`src/rtl/hazard_if.sv`:
```
// Status/enable bundle between the pipeline datapath (master) and hazard_ctrl (slave).
interface hazard_if #(
    parameter int REGW = 5
);
    logic            ihit;
    logic            dhit;
    logic            dmem_req;
    logic            EX_memread;
    logic [REGW-1:0] EX_wsel;
    logic [REGW-1:0] ID_rs;
    logic [REGW-1:0] ID_rt;
    logic            ID_rt_used;
    logic            EX_branch_taken;
    logic            MEM_halt;
    logic            pc_en;
    logic            ifid_en;
    logic            idex_en;
    logic            exmem_en;
    logic            memwb_en;
    logic            ifid_flush;
    logic            idex_flush;
    logic            halted;
    logic [1:0]      state;

    modport master (
        output ihit, dhit, dmem_req, EX_memread, EX_wsel, ID_rs, ID_rt,
               ID_rt_used, EX_branch_taken, MEM_halt,
        input  pc_en, ifid_en, idex_en, exmem_en, memwb_en,
               ifid_flush, idex_flush, halted, state
    );

    modport slave (
        input  ihit, dhit, dmem_req, EX_memread, EX_wsel, ID_rs, ID_rt,
               ID_rt_used, EX_branch_taken, MEM_halt,
        output pc_en, ifid_en, idex_en, exmem_en, memwb_en,
               ifid_flush, idex_flush, halted, state
    );
endinterface

```
`src/rtl/hazard_ctrl.sv`:
```
// Five-stage pipeline sequencing: stage enables, bubble flushes, PC enable and halt.
// Optional performance counters are built when HAZARD_PERF_CNT_EN is defined.
module hazard_ctrl #(
    parameter int REGW = 5
) (
    input  logic        CLK,
    input  logic        nRST,
    hazard_if.slave     hz
`ifdef HAZARD_PERF_CNT_EN
    ,
    output logic [31:0] stall_cycles,
    output logic [15:0] flush_count,
    output logic [15:0] lu_count
`endif
);
    typedef enum logic [1:0] {
        RUN    = 2'd0,
        DWAIT  = 2'd1,
        DRAIN  = 2'd2,
        HALTED = 2'd3
    } state_e;

    typedef struct packed {
        logic pc_en;
        logic ifid_en;
        logic idex_en;
        logic exmem_en;
        logic memwb_en;
        logic ifid_flush;
        logic idex_flush;
    } ctrl_t;

    localparam logic [REGW-1:0] ZERO_REG = '0;

    state_e state_q, state_d;
    ctrl_t  ctrl;
    logic   halted;
    logic   lu;
    logic   dmiss;
    logic   advance;

    assign lu = hz.EX_memread && (hz.EX_wsel != ZERO_REG) &&
                ((hz.EX_wsel == hz.ID_rs) || (hz.ID_rt_used && (hz.EX_wsel == hz.ID_rt)));
    assign dmiss = hz.dmem_req && !hz.dhit;

    // Cycles in which the normal branch / load-use / fetch rules decide the enables.
    assign advance = ((state_q == RUN) && !hz.MEM_halt && !dmiss) ||
                     ((state_q == DWAIT) && hz.dhit);

    always_ff @(posedge CLK) begin
        // NOTE: sequential state uses non-blocking assignments so every register samples pre-edge values.
        if (!nRST) state_q <= RUN;
        else       state_q <= state_d;
    end

    always_comb begin
        // NOTE: defaulting every comb output first guarantees no latch on untaken branches.
        state_d = state_q;
        unique case (state_q)
            RUN: begin
                if (hz.MEM_halt) state_d = DRAIN;
                else if (dmiss)  state_d = DWAIT;
            end
            DWAIT:   if (hz.dhit) state_d = RUN;
            DRAIN:   state_d = HALTED;
            HALTED:  state_d = HALTED;
            default: state_d = RUN;
        endcase
    end

    always_comb begin
        ctrl   = '0;
        halted = 1'b0;
        if (nRST) begin
            halted = (state_q == HALTED);
            if ((state_q == RUN) && hz.MEM_halt) begin
                ctrl.memwb_en = 1'b1;
            end else if (advance) begin
                if (hz.EX_branch_taken) begin
                    ctrl = '1;
                end else if (lu) begin
                    ctrl.idex_en    = 1'b1;
                    ctrl.idex_flush = 1'b1;
                    ctrl.exmem_en   = 1'b1;
                    ctrl.memwb_en   = 1'b1;
                end else if (!hz.ihit) begin
                    ctrl            = '1;
                    ctrl.pc_en      = 1'b0;
                    ctrl.idex_flush = 1'b0;
                end else begin
                    ctrl            = '1;
                    ctrl.ifid_flush = 1'b0;
                    ctrl.idex_flush = 1'b0;
                end
            end
        end
    end

    assign hz.pc_en      = ctrl.pc_en;
    assign hz.ifid_en    = ctrl.ifid_en;
    assign hz.idex_en    = ctrl.idex_en;
    assign hz.exmem_en   = ctrl.exmem_en;
    assign hz.memwb_en   = ctrl.memwb_en;
    assign hz.ifid_flush = ctrl.ifid_flush;
    assign hz.idex_flush = ctrl.idex_flush;
    assign hz.halted     = halted;
    assign hz.state      = state_q;

`ifdef HAZARD_PERF_CNT_EN
    logic [31:0] stall_q, stall_d;
    logic [15:0] flush_q, flush_d;
    logic [15:0] lucnt_q, lucnt_d;
    logic        rule_branch;
    logic        rule_lu;

    assign rule_branch = nRST && advance && hz.EX_branch_taken;
    assign rule_lu     = nRST && advance && !hz.EX_branch_taken && lu;

    // Saturating counters: hold at all-ones instead of wrapping.
    always_comb begin
        stall_d = stall_q;
        flush_d = flush_q;
        lucnt_d = lucnt_q;
        if (nRST && (state_q != HALTED) && !ctrl.pc_en && (stall_q != '1)) stall_d = stall_q + 32'd1;
        if (rule_branch && (flush_q != '1)) flush_d = flush_q + 16'd1;
        if (rule_lu && (lucnt_q != '1))     lucnt_d = lucnt_q + 16'd1;
    end

    always_ff @(posedge CLK) begin
        if (!nRST) begin
            stall_q <= '0;
            flush_q <= '0;
            lucnt_q <= '0;
        end else begin
            stall_q <= stall_d;
            flush_q <= flush_d;
            lucnt_q <= lucnt_d;
        end
    end

    assign stall_cycles = stall_q;
    assign flush_count  = flush_q;
    assign lu_count     = lucnt_q;
`endif
endmodule

```
`src/flat_wrapper.sv`:
```
// flat-port wrapper written by rule: the top's interface ports become plain ports
module hazard_ctrl_flat 
#(
    parameter int REGW = 5
)
  (CLK, nRST, hz_ihit, hz_dhit, hz_dmem_req, hz_EX_memread, hz_EX_wsel, hz_ID_rs, hz_ID_rt, hz_ID_rt_used, hz_EX_branch_taken, hz_MEM_halt, hz_pc_en, hz_ifid_en, hz_idex_en, hz_exmem_en, hz_memwb_en, hz_ifid_flush, hz_idex_flush, hz_halted, hz_state);
  hazard_if #(.REGW(REGW)) hz_i ();
  input  logic CLK;
  input  logic nRST;
  input wire logic [$bits(hz_i.ihit)-1:0] hz_ihit;
  input wire logic [$bits(hz_i.dhit)-1:0] hz_dhit;
  input wire logic [$bits(hz_i.dmem_req)-1:0] hz_dmem_req;
  input wire logic [$bits(hz_i.EX_memread)-1:0] hz_EX_memread;
  input wire logic [$bits(hz_i.EX_wsel)-1:0] hz_EX_wsel;
  input wire logic [$bits(hz_i.ID_rs)-1:0] hz_ID_rs;
  input wire logic [$bits(hz_i.ID_rt)-1:0] hz_ID_rt;
  input wire logic [$bits(hz_i.ID_rt_used)-1:0] hz_ID_rt_used;
  input wire logic [$bits(hz_i.EX_branch_taken)-1:0] hz_EX_branch_taken;
  input wire logic [$bits(hz_i.MEM_halt)-1:0] hz_MEM_halt;
  output wire logic [$bits(hz_i.pc_en)-1:0] hz_pc_en;
  output wire logic [$bits(hz_i.ifid_en)-1:0] hz_ifid_en;
  output wire logic [$bits(hz_i.idex_en)-1:0] hz_idex_en;
  output wire logic [$bits(hz_i.exmem_en)-1:0] hz_exmem_en;
  output wire logic [$bits(hz_i.memwb_en)-1:0] hz_memwb_en;
  output wire logic [$bits(hz_i.ifid_flush)-1:0] hz_ifid_flush;
  output wire logic [$bits(hz_i.idex_flush)-1:0] hz_idex_flush;
  output wire logic [$bits(hz_i.halted)-1:0] hz_halted;
  output wire logic [$bits(hz_i.state)-1:0] hz_state;
  assign hz_i.ihit = hz_ihit;
  assign hz_i.dhit = hz_dhit;
  assign hz_i.dmem_req = hz_dmem_req;
  assign hz_i.EX_memread = hz_EX_memread;
  assign hz_i.EX_wsel = hz_EX_wsel;
  assign hz_i.ID_rs = hz_ID_rs;
  assign hz_i.ID_rt = hz_ID_rt;
  assign hz_i.ID_rt_used = hz_ID_rt_used;
  assign hz_i.EX_branch_taken = hz_EX_branch_taken;
  assign hz_i.MEM_halt = hz_MEM_halt;
  assign hz_pc_en = hz_i.pc_en;
  assign hz_ifid_en = hz_i.ifid_en;
  assign hz_idex_en = hz_i.idex_en;
  assign hz_exmem_en = hz_i.exmem_en;
  assign hz_memwb_en = hz_i.memwb_en;
  assign hz_ifid_flush = hz_i.ifid_flush;
  assign hz_idex_flush = hz_i.idex_flush;
  assign hz_halted = hz_i.halted;
  assign hz_state = hz_i.state;
  hazard_ctrl #(.REGW(REGW)) u_core (.CLK(CLK), .nRST(nRST), .hz(hz_i));
endmodule
```
`config.mk`:
```
export PLATFORM = sky130hd
export DESIGN_NAME = hazard_ctrl_flat
export DESIGN_NICKNAME = d
export VERILOG_FILES = /design/src/rtl/hazard_if.sv /design/src/rtl/hazard_ctrl.sv /design/src/flat_wrapper.sv
export SDC_FILE = /design/constraint.sdc
export NUM_CORES = 1
export LEC_CHECK = 0
export ABC_AREA = 1
export CAP_MARGIN = 40
export CELL_PAD_IN_SITES_DETAIL_PLACEMENT = 0
export CELL_PAD_IN_SITES_GLOBAL_PLACEMENT = 1
export CORE_MARGIN = 2
export CORE_UTILIZATION = 17
export DETAILED_ROUTE_END_ITERATION = 10
export PLACE_DENSITY = 0.82
export SYNTH_ARGS = -nofsm -noshare
export SYNTH_HDL_FRONTEND = slang
export SYNTH_SLANG_ARGS = --single-unit
```
`constraint.sdc`:
```
create_clock -name CLK -period 1.58 [get_ports CLK]
set_input_delay 0.316 -clock CLK [delete_from_list [all_inputs] [get_ports CLK]]
set_output_delay 0.316 -clock CLK [all_outputs]
set_load 0.02 [all_outputs]
```
Yosys cells after proc, flatten, opt, wreduce, memory -nomap -nowiden
Cells that the tools add are included.

storage, ports and cells
  input bits = 24
  word-level logic and storage cells = 41
  output and inout port bits = 10
  bits in registers = 2

cells by class
  multiplexer cells = 16
  equal/unequal tests = 7
  reductions and logical operators = 17

operators by type and width
  kind                                                              number
  7-bit 2-to-1 mux                                                  4
  5-bit == test                                                     2
  2-bit 2-to-1 mux                                                  5
  1-bit logical AND                                                 8
  2-bit one-hot mux with 3 select lines                             1
  5-bit nonzero test                                                1
  2-bit == test (second input constant)                             2
  1-bit 2-to-1 mux                                                  4
  4-bit 2-to-1 mux                                                  1
  1-bit logical NOT                                                 3
  3-bit 2-to-1 mux                                                  1
  3-bit by 2-bit != test with 1-bit output (second input constant)  1
  2-bit by 1-bit == test with 1-bit output (second input constant)  1
  2-bit logical NOT                                                 1
  1-bit logical OR                                                  2
  2-bit != test (second input constant)                             1
  2-bit AND reduction                                               1
  2-bit OR reduction                                                1

Depth between registers and ports, before layout
  depth in word-level cells = 9
  gate-level depth with buffers = 9
  depth with buffers taken out = 9

Worst setup path after synthesis
OpenSTA, ideal clock, no wires.

  kind = register to output
  start point = register u_core.state_q[0], in the netlist u_core.hz.state[0]
  end point = output hz_ifid_flush
  stages on the path, launching flop included = 7
  slack = -0.048 ns
  data required time = 1.264 ns
  path buffers = 0
  data arrival time = 1.312 ns
  cells stage by stage = dfxtp_1 inv_2 nor2_1 a21oi_2 nor2_4 nand2_2 nor2_1

between the ends
  longest elaborated chain between the ends = 7
  elaborated cells between the ends (all ways) = 10

RTL lines
  what                             RTL line                              source
  from (decl)                      hazard_ctrl.sv:35                     state_e state_q, state_d;
  from (signal assigned)           hazard_ctrl.sv:53                     else state_q <= state_d;
  2-bit logical NOT                hazard_ctrl.sv:47, hazard_ctrl.sv:76
  1-bit logical AND (2 in series)  hazard_ctrl.sv:47                     assign advance = ((state_q == RUN) && !hz.MEM_halt && !dmiss) ||
  1-bit logical OR                 hazard_ctrl.sv:47
  7-bit 2-to-1 mux                 hazard_ctrl.sv:78                     end else if (advance) begin
  2-bit 2-to-1 mux *               hazard_ctrl.sv:76                     if ((state_q == RUN) && hz.MEM_halt) begin
  7-bit 2-to-1 mux *               hazard_ctrl.sv:74                     if (nRST) begin
  to (decl)                        flat_wrapper.sv:25                    output wire logic [$bits(hz_i.ifid_flush)-1:0] hz_ifid_flush;

Every way passes the cells marked *; elsewhere a longest branch is shown, timed or not.

Worst setup path in the final report
  start point = register u_core.state_q[1], in the netlist u_core.hz.state[1]
  end point = output hz_idex_en

between the ends
  longest elaborated chain between the ends = 7
  elaborated cells between the ends (all ways) = 10

RTL lines
  what                             RTL line                              source
  2-bit logical NOT                hazard_ctrl.sv:47, hazard_ctrl.sv:76
  1-bit logical AND (2 in series)  hazard_ctrl.sv:47
  1-bit logical OR                 hazard_ctrl.sv:47
  7-bit 2-to-1 mux                 hazard_ctrl.sv:78
  4-bit 2-to-1 mux *               hazard_ctrl.sv:76
  7-bit 2-to-1 mux *               hazard_ctrl.sv:74
  to (decl)                        flat_wrapper.sv:22                    output wire logic [$bits(hz_i.idex_en)-1:0] hz_idex_en;

Marked as above.

==> key figures <==
Critical path
  – Cell family with most CP delay: flip-flops
  – CP Buf/Inv Count: 3
  – FF-to-FF setup slack: between 0.5 and 0.6 ns
  – CP cell instances: nor2_4, nand2_1, a21oi_2, a21oi_2, nor2_4, buf_4, buf_6, buf_6
  – CP arrival: about 1.3 ns
  – CP max FO: 3
  – Worst R2R Start: u_core.hz.state[1]$_SDFFE_PN0P_
  – Worst Setup SP: u_core.hz.state[1]$_SDFFE_PN0P_
  – Largest stage delay, worst path: 0.36 ns
  – Critical path endpoint category: output port
  – Slowest CP cell: dfxtp_4
  – Startpoint Class: flop
  – Critical path type: flop to output port
  – Worst EP required: 1.26 ns

Routing
  – Post-route DRC: 0
  – Met1 wire length: 567 um
  – DRT Pass-1 Iters: 4
  – Met3 routed WL: 78 um
  – Via count of the routed design: 607
  – Top Layer Used: met3
  – Avg WL per Cell: around 8.3 um
  – Routed WL: about 1300 um
  – Vias per inst: approximately 3.9
  – Routed Antenna Nets: 0
  – Drt first-iter violations: 5
  – Routed wl met2: between 600 and 700 um

Clocking
  – H-tree lvl count: 1
  – Clock sink total: 2
  – Clock Path Buffers: 2
  – Clk root buf: clkbuf_4
  – CTS tree: built
  – Reg clk slew, reported paths: 0.03 ns
  – Hold-fix buffers, CTS: 0
  – Num CTS Buffers: 3
  – Clock Latency Late Sink: 0.23 ns

STA
  – Layout Skew: about 0.0070 ns
  – Slew HR: 0.857
  – Setup TNS: -0.390 ns
  – Max Slew Vio Count: 0
  – Worst slew pin tran: 0.215 ns
  – Max Clock Freq: 0.603 GHz
  – Min Tclk post-route: about 1.7 ns
  – Final Cycle Share: 1.05
  – Min Hold Slack: 0.676 ns
  – Final-report hold violation count: 0
  – RSZ-0062 raised after global routing: yes
  – Final Setup Violations: 7
  – Final worst slack: -0.0770 ns

Cells and area
  – Final Core Density: 0.380
  – Max FFs per register: 2
  – Area grow syn2layout: 113%
  – Layout cells sized above 1: 0.388
  – # diodes: 0
  – FF+latch area: between 40 and 50 um2
  – Nets: around 160
  – Area of the multi-input gates: 284 um2
  – Fin cells: roughly 160
  – Fillers: between 200 and 300

Synth
  – Yosys reg bits: 2
  – Mapped Area: 395 um2
  – Synth unique cells: 17
  – Post-Synthesis Mean Instance Area: around 4.8 um2
  – Synthesized net count: roughly 110
  – Cells after synthesis: 83
  – Yosys warnings: 0
  – Post-synthesis sequential area ratio: 0.101

Floorplanning
  – Initial Util: 0.179
  – DIE WIDTH: around 52 um
  – Cell Rows: 17
  – Die ar.: around 0.0027 mm2
  – Core ar.: approximately 0.0022 mm2
  – Die Ht: 52.2 um
  – Num ports: 34

Global routing
  – First-pass GRT wire length: between 2000 and 2500 um
  – Vias in the first global route: between 500 and 600
  – Largest net degree at the start of global routing: 5
  – Initial antenna violation count: 0
  – Aggregate global-route resource usage: 0.103
  – GRT overflow: 0

Pwr
  – VDD IR max: 0.327 mV
  – Power per Cell Area: ~500 mW/mm2
  – Leak: ~0.00050 uW
  – Total power: between 400 and 500 uW

Run status
  – Failing checks: negative setup slack
  – Run status: complete, but fails checks

Hold path
  – Min-delay src: u_core.hz.state[0]$_SDFFE_PN0P_
  – Worst min path class: flop to flop

Placement
  – RD Place Congestion: between 0.7 and 0.8
  – Buffers on Ports: 33
  – Dpl cells: approximately 150
  – HPWL Detailed: about 1100 um

Run
  – Max cap viols: 0
[layout make-up]
type	instances	area share
tap	28	0.0417
inverter	22	0.0982
sequential	2	0.0536
multi-input combinational	58	0.338
clock buffer	3	0.0268
timing repair buffer	44	0.442
[synthesized netlist by cell type]
library cell | number | area share
inv_1 | 15 | 0.14
nor2_2 | 1 | 0.016
nand3_1 | 4 | 0.051
nand2_1 | 30 | 0.28
dfxtp_1 | 2 | 0.10
inv_2 | 7 | 0.066
nor2_1 | 12 | 0.11
o21ai_0 | 1 | 0.013
nand2_2 | 1 | 0.016
a21oi_1 | 1 | 0.013
xnor2_1 | 1 | 0.022
nor3_1 | 2 | 0.025
buf_4 | 1 | 0.019
nand4_1 | 1 | 0.016
a21boi_2 | 1 | 0.028
a21oi_2 | 2 | 0.044
nor2_4 | 1 | 0.028
[per-layer routing]
| metal | vias to the layer above | GRT usage |
|---|---|---|
| met2 | 18 | 0.188 |
| met5 | - | 0 |
| met4 | 0 | 0.0385 |
| met3 | 0 | 0.0229 |
| li1 | 333 | - |
| met1 | 256 | 0.116 |
[per-stage QoR]
step	setup slack, ns	instance area, um2
after detailed placement	-0.818	821
final	-0.0770	841
after global placement	-0.816	821
after floorplan	-0.0484	395
after CTS	-0.0951	838
after global routing	-0.133	841
[cells in the final DEF (no fill, tap or decap), drive strengths merged]
master          n
a21boi          1
nand3           4
nand2          31
nor3            2
clkdlybuf4s50   5
buf            21
dfxtp           2
clkbuf          6
a21oi           3
nand4           1
clkdlybuf4s15   5
xnor2           1
inv            22
o21ai           1
nor2           14
dlygate4sd2    10
[final timing paths]
| check | endpoint | cells past startpoint |
|---|---|---|
| worst max register to register | u_core.hz.state[0]$_SDFFE_PN0P_ | 7 |
| worst min register to register | u_core.hz.state[1]$_SDFFE_PN0P_ | 4 |
| worst max-delay path | hz_idex_en | 8 |
| worst min-delay path | u_core.hz.state[1]$_SDFFE_PN0P_ | 4 |
[worst reg2reg max path, cell delays in order, from the launching register on]
cell and delay (ns):
dfxtp_4 0.36, nor2_4 0.04, nand2_1 0.07, a21oi_2 0.04, a21oi_2 0.19, buf_4 0.16, nand2_1 0.04, nor2_1 0.07
[where the power goes]
| part | switching (uW) | internal (uW) | total, uW | leakage (uW) |
|---|---|---|---|---|
| clock | 30.5 | 84.0 | 115 | 0.0000138 |
| combinational | 116 | 127 | 243 | 0.000464 |
| sequential | 5.90 | 57.3 | 63.2 | 0.0000175 |
[kinds of logic after synthesis]
family | Yosys count | synth area share
flip-flops | 2 | 0.101
XOR/XNOR | 1 | 0.0222
buffers and inverters | 23 | 0.228
AO/OA/AOI/OAI | 5 | 0.0981
AND/OR/NAND/NOR | 52 | 0.551
[timing repair]
| action | in CTS | in global routing |
|---|---|---|
| pin swaps | 13 | 10 |
| cloned | 0 | 0 |
| buffers inserted | 1 | 1 |
| gates resized for setup | 80 | 14 |
| endpoints found under the setup margin | 9 | 7 |
Power figures use the tool's default switching activity.
